$ cat config.mk
export PLATFORM = sky130hd
export DESIGN_NAME = config_frame_loader_flat
export DESIGN_NICKNAME = d
export VERILOG_FILES = /design/src/rtl/config_frame_loader_pkg.sv /design/src/rtl/config_frame_loader_if.sv /design/src/rtl/config_frame_loader_shift_chain.sv /design/src/rtl/config_frame_loader.sv /design/src/flat_wrapper.sv
export SDC_FILE = /design/constraint.sdc
export NUM_CORES = 1
export LEC_CHECK = 0
export ABC_AREA = 1
export CAP_MARGIN = 20
export CORE_ASPECT_RATIO = 0.8
export CORE_MARGIN = 2
export CORE_UTILIZATION = 40
export CTS_CLUSTER_DIAMETER = 200
export CTS_CLUSTER_SIZE = 25
export DETAILED_ROUTE_END_ITERATION = 16
export GPL_TIMING_DRIVEN = 0
export PLACE_DENSITY = 0.68
export SLEW_MARGIN = 20
export SYNTH_ARGS = -nofsm -noshare
export SYNTH_HDL_FRONTEND = slang
export SYNTH_SLANG_ARGS = --single-unit
$ cat constraint.sdc
create_clock -name config_clock -period 1.5 [get_ports config_clock]
set_clock_uncertainty 0.2 [all_clocks]
set_input_delay 0.15 -clock config_clock [delete_from_list [all_inputs] [get_ports config_clock]]
set_output_delay 0.15 -clock config_clock [all_outputs]
set_load 0.05 [all_outputs]
$ cat src/rtl/config_frame_loader_pkg.sv
// -----------------------------------------------------------------------------
// kfpga_config_pkg
// Shared definitions for the tile configuration loader:
//   cfg_state_t      - loader FSM state (EMPTY / PARTIAL / FULL)
//   clog2()          - constant ceiling-log2 used to size the chunk counter
//   *_CONFIG_WIDTH   - default configuration frame width per tile flavour
// -----------------------------------------------------------------------------
`timescale 1ns/1ps
package kfpga_config_pkg;

   typedef enum logic [1:0] {
      ST_EMPTY   = 2'd0,
      ST_PARTIAL = 2'd1,
      ST_FULL    = 2'd2
   } cfg_state_t;

   // Logic tile configuration bits; other flavours listed for instantiation.
   localparam int CLB_CONFIG_WIDTH = 524;
   localparam int IOB_CONFIG_WIDTH = 64;

   // Smallest r with 2**r >= value (clog2(1) = 0).
   function automatic int clog2(input int value);
      int r;
      r = 0;
      while ((1 << r) < value) r = r + 1;
      return r;
   endfunction

endpackage

$ cat src/rtl/config_frame_loader_if.sv
// -----------------------------------------------------------------------------
// config_frame_loader_if
// Bundles the configuration port of one tile loader.
//   Inputs to the loader : config_enable, config_in, config_commit, config_clear
//   Outputs of the loader: config_out, config_data, config_count, config_ready,
//                          config_loaded, config_error, config_state (debug)
// Handshake: there is no back-pressure. A chunk is consumed on every rising
// edge where config_enable=1; a commit is acted on only when config_ready=1,
// otherwise it raises the sticky config_error. config_clear wins over both.
// -----------------------------------------------------------------------------
`timescale 1ns/1ps
interface config_frame_loader_if
   import kfpga_config_pkg::*;
#(
   parameter int CONFIG_WIDTH = CLB_CONFIG_WIDTH,
   parameter int CHUNK_WIDTH  = 1
);
   localparam int FRAMES      = CONFIG_WIDTH / CHUNK_WIDTH;
   localparam int COUNT_WIDTH = clog2(FRAMES + 1);

   logic                    config_enable;
   logic [CHUNK_WIDTH-1:0]  config_in;
   logic                    config_commit;
   logic                    config_clear;
   logic [CHUNK_WIDTH-1:0]  config_out;
   logic [CONFIG_WIDTH-1:0] config_data;
   logic [COUNT_WIDTH-1:0]  config_count;
   logic                    config_ready;
   logic                    config_loaded;
   logic                    config_error;
   cfg_state_t              config_state;

   modport master (
      output config_enable, config_in, config_commit, config_clear,
      input  config_out, config_data, config_count, config_ready,
             config_loaded, config_error, config_state
   );

   modport slave (
      input  config_enable, config_in, config_commit, config_clear,
      output config_out, config_data, config_count, config_ready,
             config_loaded, config_error, config_state
   );

endinterface

$ cat src/rtl/config_frame_loader_shift_chain.sv
// -----------------------------------------------------------------------------
// config_shift_chain
// Shadow shift register of CONFIG_WIDTH bits, CHUNK_WIDTH bits per shift.
//   i_clk, i_rst_n : configuration clock, async active-low reset
//   i_clear        : synchronous clear (wins over i_enable)
//   i_enable       : shift i_chunk in at the LSB end this cycle
//   i_chunk        : incoming chunk
//   o_shadow       : whole shadow register
//   o_chunk        : top chunk, combinational, feeds the next tile
// -----------------------------------------------------------------------------
`timescale 1ns/1ps
module config_shift_chain
   import kfpga_config_pkg::*;
#(
   parameter int CONFIG_WIDTH = CLB_CONFIG_WIDTH,
   parameter int CHUNK_WIDTH  = 1
) (
   input  logic                    i_clk,
   input  logic                    i_rst_n,
   input  logic                    i_clear,
   input  logic                    i_enable,
   input  logic [CHUNK_WIDTH-1:0]  i_chunk,
   output logic [CONFIG_WIDTH-1:0] o_shadow,
   output logic [CHUNK_WIDTH-1:0]  o_chunk
);

   logic [CONFIG_WIDTH-1:0] r_shadow;
   logic [CONFIG_WIDTH-1:0] w_shifted;

   // A single-chunk frame has no retained bits, so the slice would be empty.
   generate
      if (CONFIG_WIDTH == CHUNK_WIDTH) begin : g_single
         assign w_shifted = i_chunk;
      end else begin : g_multi
         assign w_shifted = {r_shadow[CONFIG_WIDTH-CHUNK_WIDTH-1:0], i_chunk};
      end
   endgenerate

   always_ff @(posedge i_clk or negedge i_rst_n) begin
      if (!i_rst_n) begin
         r_shadow <= '0;
      end else if (i_clear) begin
         r_shadow <= '0;
      end else if (i_enable) begin
         r_shadow <= w_shifted;
      end
   end

   assign o_shadow = r_shadow;
   assign o_chunk  = r_shadow[CONFIG_WIDTH-1 -: CHUNK_WIDTH];

endmodule

$ cat src/rtl/config_frame_loader.sv
// -----------------------------------------------------------------------------
// config_frame_loader
// Daisy-chainable configuration loader for one tile. Chunks shift into a
// shadow register; a commit copies a complete shadow frame into the active
// register in one edge so the fabric never sees partially shifted bits.
//   config_clock  : configuration clock, all state on its rising edge
//   config_nreset : async active-low reset
//   cfg (slave)   : enable/in/commit/clear in; out/data/count/ready/
//                   loaded/error/state out
// -----------------------------------------------------------------------------
`timescale 1ns/1ps
module config_frame_loader
   import kfpga_config_pkg::*;
#(
   parameter int CONFIG_WIDTH = CLB_CONFIG_WIDTH,
   parameter int CHUNK_WIDTH  = 1
) (
   input  logic                  config_clock,
   input  logic                  config_nreset,
   config_frame_loader_if.slave  cfg
);

   localparam int FRAMES      = CONFIG_WIDTH / CHUNK_WIDTH;
   localparam int COUNT_WIDTH = clog2(FRAMES + 1);
   localparam logic [COUNT_WIDTH-1:0] FRAMES_C = COUNT_WIDTH'(FRAMES);

   generate
      if ((CONFIG_WIDTH % CHUNK_WIDTH) != 0 || CHUNK_WIDTH < 1) begin : g_bad_width
         $fatal(1, "config_frame_loader: CONFIG_WIDTH must be a multiple of CHUNK_WIDTH");
      end
   endgenerate

   cfg_state_t              r_state;
   cfg_state_t              w_state_nxt;
   logic [COUNT_WIDTH-1:0]  r_count;
   logic [COUNT_WIDTH-1:0]  w_count_nxt;
   logic [CONFIG_WIDTH-1:0] r_data;
   logic                    r_loaded;
   logic                    r_error;
   logic [CONFIG_WIDTH-1:0] w_shadow;
   logic                    w_commit_ok;
   logic                    w_commit_bad;

   config_shift_chain #(
      .CONFIG_WIDTH (CONFIG_WIDTH),
      .CHUNK_WIDTH  (CHUNK_WIDTH)
   ) u_chain (
      .i_clk    (config_clock),
      .i_rst_n  (config_nreset),
      .i_clear  (cfg.config_clear),
      .i_enable (cfg.config_enable),
      .i_chunk  (cfg.config_in),
      .o_shadow (w_shadow),
      .o_chunk  (cfg.config_out)
   );

   // Clear masks a same-cycle commit entirely: no copy and no error.
   assign w_commit_ok  = cfg.config_commit & ~cfg.config_clear & (r_state == ST_FULL);
   assign w_commit_bad = cfg.config_commit & ~cfg.config_clear & (r_state != ST_FULL);

   always_ff @(posedge config_clock or negedge config_nreset) begin
      if (!config_nreset) begin
         r_state <= ST_EMPTY;
         r_count <= '0;
      end else begin
         r_state <= w_state_nxt;
         r_count <= w_count_nxt;
      end
   end

   always_comb begin
      w_state_nxt = r_state;
      w_count_nxt = r_count;
      if (cfg.config_clear) begin
         w_state_nxt = ST_EMPTY;
         w_count_nxt = '0;
      end else if (cfg.config_enable) begin
         case (r_state)
            ST_EMPTY, ST_PARTIAL: begin
               w_count_nxt = r_count + COUNT_WIDTH'(1);
               w_state_nxt = (w_count_nxt == FRAMES_C) ? ST_FULL : ST_PARTIAL;
            end
            ST_FULL: begin
               // Pass-through overrun: count saturates, frame stays complete.
               w_count_nxt = FRAMES_C;
               w_state_nxt = ST_FULL;
            end
            default: begin
               w_state_nxt = ST_EMPTY;
               w_count_nxt = '0;
            end
         endcase
      end
   end

   // Active register samples the pre-shift shadow, so a shift in the same
   // cycle as the commit does not leak into the committed frame.
   always_ff @(posedge config_clock or negedge config_nreset) begin
      if (!config_nreset) begin
         r_data   <= '0;
         r_loaded <= 1'b0;
         r_error  <= 1'b0;
      end else begin
         if (w_commit_ok) begin
            r_data   <= w_shadow;
            r_loaded <= 1'b1;
         end
         if (cfg.config_clear) begin
            r_error <= 1'b0;
         end else if (w_commit_bad) begin
            r_error <= 1'b1;
         end
      end
   end

   assign cfg.config_data   = r_data;
   assign cfg.config_count  = r_count;
   assign cfg.config_ready  = (r_state == ST_FULL);
   assign cfg.config_loaded = r_loaded;
   assign cfg.config_error  = r_error;
   assign cfg.config_state  = r_state;

endmodule

$ cat src/flat_wrapper.sv
// flat-port wrapper written by rule: the top's interface ports become plain ports
module config_frame_loader_flat import kfpga_config_pkg::*;
#(
   parameter int CONFIG_WIDTH = CLB_CONFIG_WIDTH,
   parameter int CHUNK_WIDTH  = 1
)
  (config_clock, config_nreset, cfg_config_enable, cfg_config_in, cfg_config_commit, cfg_config_clear, cfg_config_out, cfg_config_data, cfg_config_count, cfg_config_ready, cfg_config_loaded, cfg_config_error, cfg_config_state);
  config_frame_loader_if #(.CONFIG_WIDTH(CONFIG_WIDTH), .CHUNK_WIDTH(CHUNK_WIDTH)) cfg_i ();
  input  logic config_clock;
  input  logic config_nreset;
  input wire logic [$bits(cfg_i.config_enable)-1:0] cfg_config_enable;
  input wire logic [$bits(cfg_i.config_in)-1:0] cfg_config_in;
  input wire logic [$bits(cfg_i.config_commit)-1:0] cfg_config_commit;
  input wire logic [$bits(cfg_i.config_clear)-1:0] cfg_config_clear;
  output wire logic [$bits(cfg_i.config_out)-1:0] cfg_config_out;
  output wire logic [$bits(cfg_i.config_data)-1:0] cfg_config_data;
  output wire logic [$bits(cfg_i.config_count)-1:0] cfg_config_count;
  output wire logic [$bits(cfg_i.config_ready)-1:0] cfg_config_ready;
  output wire logic [$bits(cfg_i.config_loaded)-1:0] cfg_config_loaded;
  output wire logic [$bits(cfg_i.config_error)-1:0] cfg_config_error;
  output wire logic [$bits(cfg_i.config_state)-1:0] cfg_config_state;
  assign cfg_i.config_enable = cfg_config_enable;
  assign cfg_i.config_in = cfg_config_in;
  assign cfg_i.config_commit = cfg_config_commit;
  assign cfg_i.config_clear = cfg_config_clear;
  assign cfg_config_out = cfg_i.config_out;
  assign cfg_config_data = cfg_i.config_data;
  assign cfg_config_count = cfg_i.config_count;
  assign cfg_config_ready = cfg_i.config_ready;
  assign cfg_config_loaded = cfg_i.config_loaded;
  assign cfg_config_error = cfg_i.config_error;
  assign cfg_config_state = cfg_i.config_state;
  config_frame_loader #(.CONFIG_WIDTH(CONFIG_WIDTH), .CHUNK_WIDTH(CHUNK_WIDTH)) u_core (.config_clock(config_clock), .config_nreset(config_nreset), .cfg(cfg_i));
endmodule
* Yosys cells after proc, flatten, opt, wreduce, memory -nomap -nowiden
Index checks and enable logic that the tools add are counted.
** Operators by class
- Add/sub/neg operators :: 1
- Equal/unequal tests :: 4
- Muxes and demuxes :: 11
- Bitwise operators :: 4
- Reductions and logical operators :: 4
** Operators with widths (number)
- 2-to-1 mux 524 bit :: 2
- 2-to-1 mux 10 bit :: 2
- one-hot mux 10 bit (2 select lines) :: 1
- adder 10 x 1 -> 10 bit, second input constant :: 1
- == test 10 bit, second input constant :: 1
- 2-to-1 mux 2 bit :: 3
- one-hot mux 2 bit (2 select lines) :: 1
- nonzero test 2 bit :: 2
- AND 1 bit :: 3
- == test 2 x 1 -> 1 bit, second input constant :: 1
- == test 2 bit, second input constant :: 1
- logical NOT 2 bit :: 1
- 2-to-1 mux 1 bit :: 2
- != test 2 bit, second input constant :: 1
- OR reduction 2 bit :: 1
- inverter 1 bit :: 1
** Storage, ports and cells
- Bits in registers :: 1062
- Input bits :: 6
- Output and inout bits :: 540

* Longest topological paths before layout
- Depth in word-level cells :: 6
- Depth in mapped cells :: 11

* By module
Synthesis repeated with hierarchy kept, for this count alone.
** Second synthesis, totals
- Cells, all modules :: 3491
- Area, all modules :: 41930.2 um^2
** By module, submodules not included
- config_frame_loader :: instances 1, cells an instance 1218, area each 21194.1 um^2, seq. area each 13462.9 um^2
- config_shift_chain :: instances 1, cells an instance 2273, area each 20736.1 um^2, seq. area each 13112.6 um^2

* Worst setup path after synthesis
Ideal clock, no wire load.
- Kind :: reg2reg
- From :: register u_core.r_state[1] (netlist: u_core.cfg.config_state[1])
- To :: register u_core.r_data[114] (netlist: u_core.cfg.config_data[114])
- Arrival time :: 2021 ps
- Required time :: 1170 ps
- Path slack :: -852 ps
- Cell stages (with the launch flop) :: 9
- Buffers on the path :: 3
- Clock period less this slack :: 2352 ps
- Cell sequence :: dfrtp_1 > inv_2 > nor2_2 > nand2_2 > buf_6 > buf_2 > buf_2 > nand2_1 > o21ai_1
** On the way
- Word-level cells in the longest chain between the ends :: 2
** Ends and longest elaborated chain
- from (decl) :: line config_frame_loader.sv:33 : cfg_state_t r_state;
- from (signal assigned) :: line config_frame_loader.sv:66 : r_state <= w_state_nxt;
- == test 2 bit
- named net cfg_config_ready :: line flat_wrapper.sv:18 : output wire logic [$bits(cfg_i.config_ready)-1:0] cfg_config_ready;
- AND 1 bit :: line config_frame_loader.sv:58 : assign w_commit_ok = cfg.config_commit & ~cfg.config_clear & (r_state == ST_FULL);
- to (signal assigned) :: line config_frame_loader.sv:105 : r_data <= w_shadow;
- to (decl) :: line config_frame_loader.sv:37 : logic [CONFIG_WIDTH-1:0] r_data;
The timed path passes the listed nets, and every way through them passes these cells.
A chain may end at the register's enable or synchronous reset.

* Worst setup path in the final report
- From :: register u_core.r_state[1] (netlist: u_core.cfg.config_state[1])
- To :: register u_core.r_data[162] (netlist: u_core.cfg.config_data[162])
** On the way
- Word-level cells in the longest chain between the ends :: 2
** Ends and longest elaborated chain (line)
- == test 2 bit :: config_frame_loader.sv:58
- AND 1 bit :: config_frame_loader.sv:58
Every way passes these cells.

==> results.md <==
* Initial Util at 40.3%
* Yosys top cell by area: dfrtp_1
* Clock slew at reported path FFs at 0.10 ns
* Grt ovf at 0
* Slew Limit Headroom at 44.2%
* VDD IR-drop max at 0.000773 V
* Clk buf depth at 3
* Static Leak at 0.0228 uW
* Via count at 27900
* DR vias/cell at 5.01
* WL final at 104000 microns
* ANT nets after route at 0
* Post-synthesis async set-or-reset flop share at 100%
* FF+latch count, synth at 1062
* EDFF count, synth at 0
* CTS Hold Bufs at 5
* Horiz. Die Dim at 349 microns
* Avg Synthesized Cell Area at 10.9 sq um
* # setup viols final at 1509
* Initial antenna violation count at 1
* Share of the synthesized area in the top cell type at 69.7%
* Max-Cap Viols at 0
* GR Util All Layers at 19.9%
* Vias in the first global route at 26700
* CP required at 1.83 ns
* Drt wl/cell at 18.8 microns
* Hpwl dp at 69300 microns
* Pre-Repair DR Iteration Count at 5
* Core ar. at 0.0947 sq mm
* Yosys warns at 0
* Root Driver: clkbuf_16
* H-tree depth at 2
* Hold_ws at -0.810 ns
* Fillers at 8220
* R2R setup slack at -0.41 ns
* PnR worst setup slack at -0.409 ns
* CTS Buf Count at 48
* Post-route minimum period at 1.91 ns
* R2R Path End: u_core.cfg.config_data[162]
* Top FF cell, synth: dfrtp_1
* Largest net degree at the start of global routing at 139
* Die Height at 280 microns
* # IOs at 546
* Sequential area share after synthesis at 69.7%
* DR DRC count at 0
* Synthesized cell area at 0.0381 sq mm
* Port Buf Inserts at 545
* Total power per unit cell area at 892 mW/mm^2
* Core Rows at 101
* CP endpoint kind: flop
* Max-slew violation count at 0
* First-pass GRT wire length at 155000 microns
* Slew @ Worst Pin at 0.837 ns
* Setup_tns at -268.39 ns
* Reg2Reg Depth at 8
* Type of the worst setup path: flop to flop
* RR Startpoint: u_core.cfg.config_state[1]
* RePlAce Congestion at 0.800
* Synth cell types at 25
* Highest Clock Rate at 524 MHz
* Critical path launch point type: flop
* Initial DRC Count at 1885
* Share of layout cells above drive strength 1 at 27.9%
* Clk Latency, worst-skew pair at 0.65 ns
* Failing checks: negative hold slack, negative setup slack
* Die area at 0.0979 sq mm
* Area grow syn2layout at 33.4%
* Nets@finish at 4320
* Synth top area cells: dfrtp_1, o22ai_1, o21ai_1
* Final core utilization at 53.7%
* Post-Syn Instances at 3485
* CTS sink count at 1062
* RSZ-0062 raised after global routing: yes
* Hold violation count in the final report at 540
* Final worst path period share at 127%
* Mapped Nets at 3492
* Status: complete, but fails checks
* CP Max Fanout at 9
* CTS tree: yes
* Crit path DAT at 2.24 ns
* HP Class: primary input to async pin
## worst max-delay path: stages (launching register included)
cell	delay, ns
dfrtp_2	0.42
inv_4	0.06
nor2_4	0.24
nand2_8	0.13
clkbuf_16	0.24
buf_16	0.18
clkbuf_16	0.17
nand2_1	0.06
o21ai_1	0.07
## cells in the mapped netlist, types with 2 or more instances
cell type and instances:
buf_1 9, o21ai_2 30, clkbuf_1 67, o21ai_1 475, buf_2 117, nand4_1 3
o21ai_0 30, inv_2 3, inv_1 538, buf_6 6, nand3_1 7, dfrtp_1 1062
buf_4 32, nand2_1 554, o22ai_1 525, nor2_1 15, nor2_2 3, a21oi_1 2
## what timing repair did
item,CTS,global route
buffers inserted,4,182
endpoints found under the hold margin,394,390
cloned,3,31
endpoints found under the setup margin,1908,2004
resized for setup,1784,1894
pin swaps,2,6
## worst max path at each step
stage | startpoint | end | slack (ns) | cells past startpoint
finish | u_core.cfg.config_state[1] | u_core.cfg.config_data[162] | -0.41 | 8
global route | u_core.cfg.config_state[1] | u_core.cfg.config_data[144] | -0.45 | 8
CTS | u_core.cfg.config_state[1] | u_core.cfg.config_data[170] | -0.38 | 8
detailed placement | config_nreset | u_core.u_chain.o_shadow[109] | -1.57 | 5
global placement | config_nreset | u_core.cfg.config_state[1] | -51.39 | 1
floorplan | u_core.cfg.config_state[1] | u_core.cfg.config_data[523] | -0.50 | 6
## per-layer routing
| metal | wire, microns | part of all wire (%) | GRT usage [%] | up-vias |
|---|---|---|---|---|
| li1 | - | - | - | 13200 |
| met1 | 47400 | 45 | 28.2 | 14000 |
| met2 | 48400 | 46 | 31.1 | 562 |
| met3 | 6150 | 5.9 | 4.77 | 124 |
| met4 | 2410 | 2.3 | 5.02 | 0 |
| met5 | 0 | 0 | 0 | - |
## kinds of logic (layout without fill, tap and decap cells)
| group | Yosys count | in the layout | synth area share [%] |
|---|---|---|---|
| adder cells (fa/ha/maj) | 1 | 1 | 0.0328 |
| buffers and inverters | 772 | 1605 | 8.41 |
| other | 0 | 1 | 0 |
| XOR/XNOR | 1 | 1 | 0.0230 |
| AND/OR/NAND/NOR | 583 | 583 | 5.81 |
| AO/OA/AOI/OAI | 1065 | 1065 | 16.0 |
| flip-flops | 1062 | 1062 | 69.7 |
| multiplexers | 1 | 1 | 0.0295 |
## metrics by stage
stage	power (uW)	cell area, sq um	worst slack [ns]	hold WS [ns]	instances
floorplan	29800	38500	-0.497	-0.346	3485
global placement	30400	45500	-51.39	0.267	5266
detailed placement	30800	45800	-1.57	-0.0546	5274
CTS	45700	47900	-0.377	-0.765	5341
global route	47000	50900	-0.446	-0.840	5554
finish	45400	50900	-0.409	-0.810	5555
## state kept, by name, indices dropped and copies added (netlist names)
register                  cells
u_core.cfg.config_error       1
u_core.u_chain.o_shadow     524
u_core.cfg.config_count      10
u_core.cfg.config_loaded      1
u_core.cfg.config_data      524
u_core.cfg.config_state       2
## report_power, final
group          internal (uW)  switching, uW
registers              28600           32.8
clock network           6040           9000
logic                    376           1270
## final cells by class
class	count	area, sq um	share of cell area [%]
repair buffers	778	8610	16.9
diodes	1	2.50	0.00492
multi-input cells	1651	8940	17.6
clock inverters	2	32.5	0.0640
well taps	1236	1550	3.04
inverters	541	2050	4.03
plain buffers	231	1820	3.58
clock buffers	53	1260	2.48
flip-flops and latches	1062	26600	52.3
## cells in the final DEF (no fill, tap or decap), drive strengths merged
| master | count |
|---|---|
| a21oi | 2 |
| a22o | 1 |
| buf | 732 |
| bufbuf | 2 |
| bufinv | 1 |
| clkbuf | 145 |
| clkdlybuf4s15 | 173 |
| clkdlybuf4s18 | 1 |
| clkdlybuf4s50 | 3 |
| clkinv | 2 |
| dfrtp | 1062 |
| diode | 1 |
| dlygate4sd2 | 1 |
| dlygate4sd3 | 5 |
| ha | 1 |
| inv | 540 |
| mux2 | 1 |
| nand2 | 555 |
| nand3 | 7 |
| nand4 | 3 |
| nor2 | 18 |
| o21ai | 535 |
| o21bai | 1 |
| o22ai | 525 |
| o31ai | 1 |
| xor2 | 1 |
(Power assumes the default switching activity.)
==> RTL edit: new RTL, same flow settings <==
Reset style: synchronous (`config_nreset` and `i_rst_n`), changed in 3 clocked blocks. Comments in the files are not updated.
--- a/src/rtl/config_frame_loader_shift_chain.sv
+++ b/src/rtl/config_frame_loader_shift_chain.sv
@@ -37,5 +37,5 @@
    endgenerate
 
-   always_ff @(posedge i_clk or negedge i_rst_n) begin
+   always_ff @(posedge i_clk) begin
       if (!i_rst_n) begin
          r_shadow <= '0;
--- a/src/rtl/config_frame_loader.sv
+++ b/src/rtl/config_frame_loader.sv
@@ -59,5 +59,5 @@
    assign w_commit_bad = cfg.config_commit & ~cfg.config_clear & (r_state != ST_FULL);
 
-   always_ff @(posedge config_clock or negedge config_nreset) begin
+   always_ff @(posedge config_clock) begin
       if (!config_nreset) begin
          r_state <= ST_EMPTY;
@@ -96,5 +96,5 @@
    // Active register samples the pre-shift shadow, so a shift in the same
    // cycle as the commit does not leak into the committed frame.
-   always_ff @(posedge config_clock or negedge config_nreset) begin
+   always_ff @(posedge config_clock) begin
       if (!config_nreset) begin
          r_data   <= '0;
Behaviour: differs if config_nreset is asserted again (counterexample within 4 cycles, from zero or initial values and one cycle with config_nreset low); with config_nreset held inactive, the same outputs for 4 cycles.
==> RTL edit against the original RTL <==
The run ends with negative setup slack left. Power down 1.9%. Routed wire length grew 2.7%. Synthesized area fell by 4.7%. Fmax rose by 5.2%. Worst setup slack gained 94 ps. Sequential cell count stayed put. Cell area down 0.20%. Sequential power decreased by 2%.
==> RTL edit: results (changes against the original RTL) <==
[drt]
wl_met2_um=50800  ; was 48,400 um
wl_per_cell_um=16.4  ; was 18.8 um
firstDrtPassIters=6  ; was 5
first_iter_violations=2011  ; was 1,885
vias_per_cell=4.91  ; was 5.01
met3WireLength_um=7240  ; was 6150 um
drt-met1-wl_um=46600  ; was 47,400 um

[outcome]
violations=negative setup slack  ; was negative hold slack, negative setup slack
status=complete, but fails checks  ; unchanged

[cells_and_area]
nMultiInputCombCells=3237  ; was 1,651
nets=5331  ; was 4,320
seq-cell-share=0.435  ; was 0.523
clockBufferCount=50  ; was 53
drive_above_1_share=0.296  ; was 0.279
multi_input_area_share=0.285  ; was 0.176
n_all_inverters=15  ; was 541
nNonClkBuffers=959  ; was 1,009
buf_share=0.225  ; was 0.205
finalNonFillerCells=6524  ; was 5,555
clock_cell_area_share=0.0246  ; was 0.0255
diodes=0  ; was 1

[synthesis]
ys.flop_type=dfxtp_1  ; was dfrtp_1
synth_cell_types=21  ; was 25
syn_nets=4674  ; was 3,492
synth_common_cells=1,090 x nand2_1, 1,064 x nor2_1, 1,062 x dfxtp_1, 533 x a21oi_1, 524 x o21ai_0  ; was 1,062 x dfrtp_1, 554 x nand2_1, 538 x inv_1, 525 x o22ai_1, 475 x o21ai_1
async_reset_ff_frac=0  ; was 1.00
ys_top_cells_by_area=dfxtp_1 58%, nand2_1 11%, nor2_1 11%, a21oi_1 7.3%, o21ai_0 7.2%  ; was dfrtp_1 70%, o22ai_1 8.6%, o21ai_1 6.2%, nand2_1 5.5%, inv_1 5.3%
seq_area_frac_synth=0.585  ; was 0.697
syn-mean-instance-area_sq_um=7.79  ; was 10.9 sq um

[sta]
timing.hold.ws_ps=39.7  ; was -810 ps
hold_violations=0  ; was 540
setup_viol=1156  ; was 1,509
fin_ws_ps=-315  ; was -409 ps
max_slew_margin=0.468  ; was 0.442
setup_tns_ps=-185450  ; was -268,390 ps

[cts]
postCtsResizedCells=5358  ; was 1,784
clk_latency_ps=630  ; was 650 ps
hold_buffers=3  ; was 5
clockBufferDepth=3  ; unchanged
cts_setup_buffers=27  ; was 4

[worst_hold_path]
hp-class=in2reg  ; was in2async
min_to=u_core.cfg.config_count[2]

[global_route]
grt_pass1_wl_um=162000  ; was 155,000 um
grtUsageTotal=0.214  ; was 0.199
grt_pass1_vias=29500  ; was 26,700
grt_start_max_net_pins=27  ; was 139

[placed_design]
numPortBuffers=544  ; was 545
pre_cts_ws_ps=-1360  ; was -1570 ps
numPlacedInstances=6410  ; was 5,274
place_congestion=0.850  ; was 0.800
placed_cell_area_sq_mm=0.0434  ; was 0.0458 sq mm
hpwlAfterDp_um=72000  ; was 69,300 um

[power]
p_per_area_mw_per_mm2=877  ; was 892 mW/mm^2
p_leak_nw=18.0  ; was 22.8 nW
ir_drop_uv=755  ; was 773 uV

[worst_setup_path]
r2r_cells=9  ; was 8
critical_path_arrival_ps=2180  ; was 2240 ps
crit_path_start=u_core.cfg.config_state[1]  ; unchanged
endpoint=u_core.cfg.config_data[422]  ; was u_core.cfg.config_data[162]
crit_path_max_fanout=5  ; was 9

==> RTL edit: kinds of logic after synthesis <==
logic type	count (synthesis)	synth area share
buf+inv	367	0.0426
compound gates	1063	0.147
fa+ha+maj	2	0.000688
xor+xnor	1	0.000241
flops	1062	0.585
simple gates	2171	0.225
==> RTL edit: per-layer routing <==
metal | GRT usage | vias to the layer above
met5 | 0 | -
met4 | 0.0578 | 0
met3 | 0.0508 | 120
met2 | 0.353 | 661
met1 | 0.281 | 15000
li1 | - | 16200
==> RTL edit: report_power, final <==
part           switching (mW)  leakage [nW]  internal [mW]  total (mW)
clock                    8.79         0.612           5.89        14.7
combinational            1.30          8.54          0.457        1.76
sequential            0.00758          8.84           28.1        28.1
total                    10.1          18.0           34.4        44.5
==> RTL edit: critical path: stages (launching register included) <==
cell and delay (ps):
dfxtp_4 360, inv_2 40, nor2_4 170, nand2_4 140
clkinv_8 140, buf_16 160, clkbuf_16 190, clkbuf_16 140
nor2_1 40, nor2_1 110
